$ cat src/rtl/pll_spi_master.sv
// pll_spi_master: SPI mode-0 engine turning register commands into PLL set-address + data frames.
// Define PLL_SPI_ADDR_CACHE_EN to skip the set-address frame when the address is unchanged.
module pll_spi_master #(
   parameter int CLK_DIV = 4,
   parameter int CS_GAP  = 8
) (
   input  logic       clk,
   input  logic       reset_n,
   input  logic       if_reset,
   input  logic       if_read,
   input  logic       if_write,
   input  logic [7:0] if_addr,
   input  logic [7:0] if_wdata,
   output logic [7:0] if_rdata,
   output logic       if_done,
   output logic       busy,
   output logic       spi_csn,
   output logic       spi_sclk,
   output logic       spi_mosi,
   input  logic       spi_miso
);
   typedef enum logic [2:0] {IDLE, START, FRAME1, GAP, FRAME2, DONE} state_t;
   localparam int DW = $clog2(CLK_DIV);
   localparam int GW = $clog2(CS_GAP + 1);
   state_t state;
   logic is_rd, is_wr, hit, last_div, frame_end, abort;
   logic [7:0] addr, wdata, rx;
   logic [15:0] sh, frame2;
   logic [DW-1:0] div;
   logic [5:0] h;
   logic [GW-1:0] gap;
   assign last_div  = div == DW'(CLK_DIV - 1);
   assign frame_end = last_div && h == 6'd33;
   assign abort     = if_reset && (state inside {START, FRAME1, GAP, FRAME2});
   assign frame2    = is_wr ? {8'h40, wdata} : 16'h8000;
`ifdef PLL_SPI_ADDR_CACHE_EN
   logic [7:0] cache_addr;
   logic cache_vld;
   assign hit = cache_vld && cache_addr == addr;
   always_ff @(posedge clk or negedge reset_n)
      if (!reset_n) begin
         cache_vld  <= 1'b0;
         cache_addr <= 8'h00;
      end else if (abort) cache_vld <= 1'b0;
      else if (frame_end && state == FRAME1) begin
         cache_vld  <= 1'b1;
         cache_addr <= addr;
      end else if (frame_end && state == FRAME2 && is_wr && addr == 8'h01) cache_vld <= 1'b0;
`else
   assign hit = 1'b0;
`endif
   // h counts half-periods in a frame: 0 setup, 1..32 bit halves (even = sclk high), 33 hold
   always_ff @(posedge clk or negedge reset_n)
      if (!reset_n) begin
         state    <= IDLE;
         spi_csn  <= 1'b1;
         spi_sclk <= 1'b0;
         spi_mosi <= 1'b0;
         if_done  <= 1'b0;
         busy     <= 1'b0;
         if_rdata <= 8'h00;
         is_rd    <= 1'b0;
         is_wr    <= 1'b0;
         addr     <= 8'h00;
         wdata    <= 8'h00;
         rx       <= 8'h00;
         sh       <= 16'h0000;
         div      <= '0;
         h        <= 6'd0;
         gap      <= '0;
      end else if (abort) begin
         state    <= IDLE;
         spi_csn  <= 1'b1;
         spi_sclk <= 1'b0;
         spi_mosi <= 1'b0;
         busy     <= 1'b0;
         if_done  <= 1'b0;
      end else begin
         case (state)
            IDLE: if (!if_reset) begin
               state <= START;
               busy  <= 1'b1;
               is_rd <= if_read;
               is_wr <= if_write;
               addr  <= if_addr;
               wdata <= if_wdata;
            end
            START: if (!is_rd && !is_wr) begin
               state <= DONE;
               busy  <= 1'b0;
            end else begin
               state    <= hit ? FRAME2 : FRAME1;
               sh       <= hit ? frame2 : {8'h00, addr};
               spi_mosi <= hit ? frame2[15] : 1'b0;
               spi_csn  <= 1'b0;
               div      <= '0;
               h        <= 6'd0;
            end
            FRAME1, FRAME2: begin
               div <= last_div ? '0 : div + 1'b1;
               if (frame_end) begin
                  spi_csn  <= 1'b1;
                  spi_sclk <= 1'b0;
                  spi_mosi <= 1'b0;
                  gap      <= '0;
                  state    <= (state == FRAME1) ? GAP : DONE;
                  if (state == FRAME2) begin
                     if_done <= 1'b1;
                     busy    <= 1'b0;
                     if (is_rd && !is_wr) if_rdata <= rx;
                  end
               end else if (last_div) begin
                  h        <= h + 6'd1;
                  spi_sclk <= h[0];
                  if (h[0]) rx <= {rx[6:0], spi_miso};
                  else if (h != 6'd0 && h != 6'd32) begin
                     sh       <= {sh[14:0], 1'b0};
                     spi_mosi <= sh[14];
                  end
               end
            end
            GAP: if (gap == GW'(CS_GAP - 1)) begin
               state    <= FRAME2;
               sh       <= frame2;
               spi_mosi <= frame2[15];
               spi_csn  <= 1'b0;
               div      <= '0;
               h        <= 6'd0;
            end else gap <= gap + 1'b1;
            DONE: if (if_reset) begin
               if_done <= 1'b0;
               state   <= IDLE;
            end else if_done <= 1'b1;
            default: state <= IDLE;
         endcase
      end
endmodule

$ cat config.mk
export PLATFORM = sky130hd
export DESIGN_NAME = pll_spi_master
export DESIGN_NICKNAME = d
export VERILOG_FILES = /design/src/rtl/pll_spi_master.sv
export SDC_FILE = /design/constraint.sdc
export NUM_CORES = 1
export LEC_CHECK = 0
export ABC_AREA = 1
export CAP_MARGIN = 30
export CORE_ASPECT_RATIO = 0.9
export CORE_MARGIN = 1.5
export CORE_UTILIZATION = 30
export CTS_BUF_LIST = sky130_fd_sc_hd__clkbuf_4 sky130_fd_sc_hd__clkbuf_8 sky130_fd_sc_hd__clkbuf_16
export DETAILED_ROUTE_END_ITERATION = 10
export DONT_BUFFER_PORTS = 1
export PLACE_DENSITY_LB_ADDON = 0.3
export SYNTH_ARGS = -nofsm -noshare
export SYNTH_HDL_FRONTEND = slang
export SYNTH_SLANG_ARGS = --single-unit
$ cat constraint.sdc
create_clock -name clk -period 1.4 [get_ports clk]
set_input_delay 0.28 -clock clk [delete_from_list [all_inputs] [get_ports clk]]
set_output_delay 0.28 -clock clk [all_outputs]
set_load 0.01 [all_outputs]
# == After elaboration in Yosys (flattened, before gate mapping) ==
# Cells that the tools add are included.
# classes
addsub,3
mul,0
n_div,0
n_lt_le_gt_ge,0
n_eq_ne,27
shifts,0
muxes,55
n_bitwise,3
n_reduce_logical,31
# ops
cell,n
15-bit 2-to-1 mux,6
15-bit case mux with 3 select lines,1
6-bit 2-to-1 mux,4
1-bit 2-to-1 mux,23
3-bit 2-to-1 mux,7
6-bit case mux with 3 select lines,1
16-bit 2-to-1 mux,1
4-bit AND reduction,4
3-bit inequality test (second input constant),5
3-bit case mux with 5 select lines,1
5-bit AND reduction,3
2-bit inequality test (second input constant),7
4-bit inequality test (second input constant),3
6-bit AND reduction,2
4-bit nonzero test,3
1-bit case mux with 3 select lines,3
3-bit nonzero test,3
4-bit 2-to-1 mux,2
4-bit case mux with 2 select lines,1
8-bit AND reduction,1
6-bit by 1-bit adder with 6-bit output (second input constant),1
3-bit by 2-bit == test with 1-bit output (second input constant),2
3-bit == test (second input constant),2
6-bit == test (second input constant),1
other kinds (20),32
# word_totals
reg_bits,69
latchBits,0
ramBits,0
mem_bits_ro,0
input_bits,22
elab_cells,135
n_memories,0

# == Logic depth before layout (Yosys ltp) ==
# logic_depth
depth_word,8
depth_mapped,11

# == Least setup slack after synthesis ==
# Ideal clock, no wire load.
# synth_timing
kind,register -> register
startpoint,reg state[1]
endpoint,reg if_rdata[0]
setup_time_ns,0.126
t_arrival_ns,1.414
setup_slack_ns,-0.140
stages_incl_launch_ff,9
n_path_buf,2
synth_period_minus_slack_ns,1.540
cell_sequence,dfrtp_1 buf_2 nor2_4 nand2_2 nand3_4 inv_4 nor3_4 buf_6 o21ai_0
# synth_between
elab_chain_cells,5
elab_cells_between_ends,9
classes_between,eq/ne (4); bitwise (1); reduce/logical (4)
# synth_rtl
item,line_no,rtl
"start, declared",25,state_t state;
"start signal, assigned",92,state <= hit ? FRAME2 : FRAME1;
"start signal, assigned",106,state <= (state == FRAME1) ? GAP : DONE;
3-bit by 1-bit == test with 1-bit output (tied with other cells),34,"assign abort = if_reset && (state inside {START, FRAME1, GAP, FRAME2});"
4-bit nonzero test,34,
1-bit logical AND,34,
1-bit inverter (no source line),n/a,
5-bit AND reduction (no source line) (*),n/a,
"end signal, assigned",110,if (is_rd && !is_wr) if_rdata <= rx;
"end, declared",14,"output logic [7:0] if_rdata,"
# Every way passes the cells marked *; elsewhere a longest branch is shown, timed or not.
# A chain may end at the register's enable or synchronous reset.

# == Worst setup path after layout ==
# layout_timing
startpoint,reg state[0]
endpoint,reg rx[7]
# layout_between
elab_chain_cells,5
elab_cells_between_ends,9
classes_between,eq/ne (4); bitwise (1); reduce/logical (4)
# layout_rtl
item,line_no,rtl
3-bit by 1-bit == test with 1-bit output (tied with other cells),34,
4-bit nonzero test,34,
1-bit logical AND,34,
1-bit inverter (no source line),n/a,
5-bit AND reduction (no source line) (*),n/a,
"end signal, assigned",115,"if (h[0]) rx <= {rx[6:0], spi_miso};"
"end, declared",27,"logic [7:0] addr, wdata, rx;"
# Marks and branches as above.

==> results.py <==
metrics = {
    "yosys": {
        "yosysWarnings": 0,
        "syn-instance-count": 402,
        "yosys.area.top_type": "dfrtp_1",
        "synthArstFlopShare_pct": 100,
        "synth_top_cells_by_count": "nand2_1 (125), dfrtp_1 (68), nand3_1 (34)",
        "synth_area_leaders": "dfrtp_1 (49%), nand2_1 (14%), mux2_2 (5.5%)",
        "syn_nets": 429,
        "ys_types": 34,
        "synth_most_common_cell": "nand2_1",
        "synth_area_um2": 3450,
        "syn_avg_cell_area_um2": 8.59,
        "ys_ff_latch": 69,
        "ys_dominant_reg_cell": "dfrtp_1",
        "synth_edf_count": 0,
        "synth_top_area_share_pct": 49.3,
        "seq_area_frac_synth_pct": 50.0,
    },
    "timing": {
        "worst_slack_ns": -0.199,
        "setup_violations": 67,
        "fmax_mhz": 626,
        "hold-worst-slack_ns": -0.357,
        "worstMarginPinSlew_ns": 0.264,
        "grt_setup_unrepaired": "true",
        "report.final.slew_viol_count": 0,
        "max-slew-margin-rel_pct": 82.3,
        "finalCritPeriodShare_pct": 114,
        "finClkSkew_ns": 0.00438,
        "layout_min_cycle_time_ns": 1.60,
        "hold_viol_final": 69,
    },
    "cts": {
        "clockBufferDepth": 2,
        "clk_latency_ns": 0.33,
        "cts-root-buf": "clkbuf_16",
        "clk_pin_slew_worst_paths_ns": 0.05,
        "cts_tree": "yes",
        "clkSinkCount": 69,
        "htreeDepth": 3,
        "cts_made_buffers": 9,
    },
    "pwr": {
        "swShare_pct": 35.0,
        "power_frac_comb_pct": 42.1,
        "p_switching_mw": 3.28,
        "power_mw": 9.37,
        "peakVddDrop_v": 0.00101,
        "pwr_density_cell_nw_per_um2": 1950,
        "p_clk_share_pct": 26.0,
        "p_leak_nw": 2.20,
        "seqPwrFrac_pct": 31.9,
        "p_int_mw": 6.09,
    },
    "floorplanning": {
        "start_util_pct": 31.3,
        "rows": 36,
        "dieArea_um2": 12200,
        "die_w_um": 116,
        "ioPinCount": 35,
        "die_y_um": 105,
        "core_area_um2": 11000,
    },
    "detailed_routing": {
        "drt_pre_antenna_iters": 4,
        "drc": 0,
        "vias": 2853,
        "ant_nets": 0,
        "drt-total-wl_um": 8710,
        "drtIter0Drc": 181,
        "vias_per_cell": 4.51,
        "post_drt_wl_per_cell_um": 13.8,
    },
    "placed_design": {
        "portBuffers": 0,
        "dpl-instance-area_um2": 3990,
        "hpwl_um": 5620,
        "gp_congestion": 0.827,
    },
    "global_route": {
        "overflow": 0,
        "antenna_found_initial": 0,
        "grt_first_pass_wirelength_um": 13700,
        "grt_pass1_vias": 2732,
        "grt_use_total_pct": 14.4,
        "grt_max_degree": 70,
    },
    "run": {
        "drv_cap": 0,
    },
    "setup_path": {
        "worst-setup-path-type": "reg2reg",
        "cp-end-kind": "flip-flop",
        "cp.required_ns": 1.62,
        "cp_max_fo": 5,
        "cp-start-kind": "flip-flop",
        "reg2reg_setup_slack_ns": -0.20,
        "crit_arrival_ns": 1.82,
    },
    "layout": {
        "area_growth_pct": 38.8,
        "diodes": 0,
        "final_util_pct": 43.4,
        "final_nets": 502,
        "final_area_um2": 4790,
        "layout-drive-gt1-share_pct": 37.1,
    },
    "run_status": {
        "violations": "negative hold slack, negative setup slack",
        "status": "complete, but fails checks",
    },
    "min_path": {
        "hold_path_class": "in2async",
    },
}
area by class of cell:
| class | count | area (um^2) |
|---|---|---|
| tap | 152 | 190 |
| sequential | 69 | 1730 |
| fill | 1076 | 6240 |
| inverter | 37 | 151 |
| multi-input combinational | 287 | 1750 |
| timing repair buffer | 71 | 652 |
| clock buffer | 12 | 248 |
| clock inverter | 4 | 72.6 |
cell usage in the layout (no fill, tap or decap), drive strengths merged, types with 3 or more instances in the layout:
master / count
dfrtp: 68
nand3: 41
ha: 5
clkbuf: 14
nor2: 29
inv: 37
o21ai: 39
nand2: 134
a21oi: 6
buf: 69
mux2: 17
nand4: 3
layer usage:
metal | track usage (%) | vias up | wire length (um)
met3 | 4.81 | 6 | 308
met2 | 22.0 | 44 | 4150
met1 | 19.8 | 1353 | 4220
met4 | 3.14 | 0 | 37
met5 | 0 | - | 0
li1 | - | 1450 | -
per-stage QoR:
step                      TNS, ns  setup slack (ns)  std cells
final                       -7.30            -0.199        632
after global routing       -12.12            -0.277        632
after CTS                   -7.36            -0.162        616
after detailed placement   -12.44            -0.277        589
after global placement     -11.43            -0.268        589
after floorplan             -2.70            -0.113        402
power groups by stage:
stage	Sequential (mW)	Combinational [mW]	Clock, mW
6_report	2.99	3.94	2.44
3_3_place_gp	2.98	2.89	0
4_1_cts	2.97	3.24	2.50
3_5_place_dp	2.99	2.92	0
5_1_grt	3.05	4.37	2.58
2_1_floorplan	2.86	2.03	0
final timing paths:
path,end,cells after the start,start
min,addr[3],0,reset_n
max,rx[7],9,state[0]
min in group clk,rx[0],2,spi_miso
max in group asynchronous,spi_csn,0,reset_n
max reg2reg,rx[7],9,state[0]
min reg2reg,sh[13],2,sh[13]
sequential cells by signal (all words and copies together), names as in the netlist, 2 cells and up:
| signal | flops |
|---|---|
| rx | 8 |
| div | 2 |
| gap | 4 |
| h | 6 |
| wdata | 8 |
| state | 3 |
| addr | 8 |
| sh | 15 |
| if_rdata | 8 |
logic make-up (layout without fill, tap and decap cells):
logic type | Yosys count | in the layout | share of synthesized area, %
flops | 69 | 69 | 50.0
compound gates | 49 | 49 | 7.79
mux | 17 | 17 | 5.54
buf+inv | 48 | 124 | 6.23
fa+ha+maj | 5 | 5 | 1.81
simple gates | 210 | 212 | 27.6
xor+xnor | 4 | 4 | 1.01
what timing repair did:
| action | in CTS | in global routing |
|---|---|---|
| gates cloned | 2 | 3 |
| setup endpoints to repair | 68 | 69 |
| resized for setup | 25 | 45 |
| setup buffers | 9 | 13 |
| pin swaps | 12 | 13 |
| endpoints found under the hold margin | 69 | 69 |
critical path, cell delays in order, from the launching register on:
cell     delay, ns
dfrtp_2       0.48
nor2_4        0.20
nand2_4       0.09
nand3_4       0.13
inv_4         0.06
nor2_4        0.14
buf_12        0.13
nand3_2       0.11
nand2_1       0.07
o21ai_1       0.05
Power figures use the tool's default switching activity.
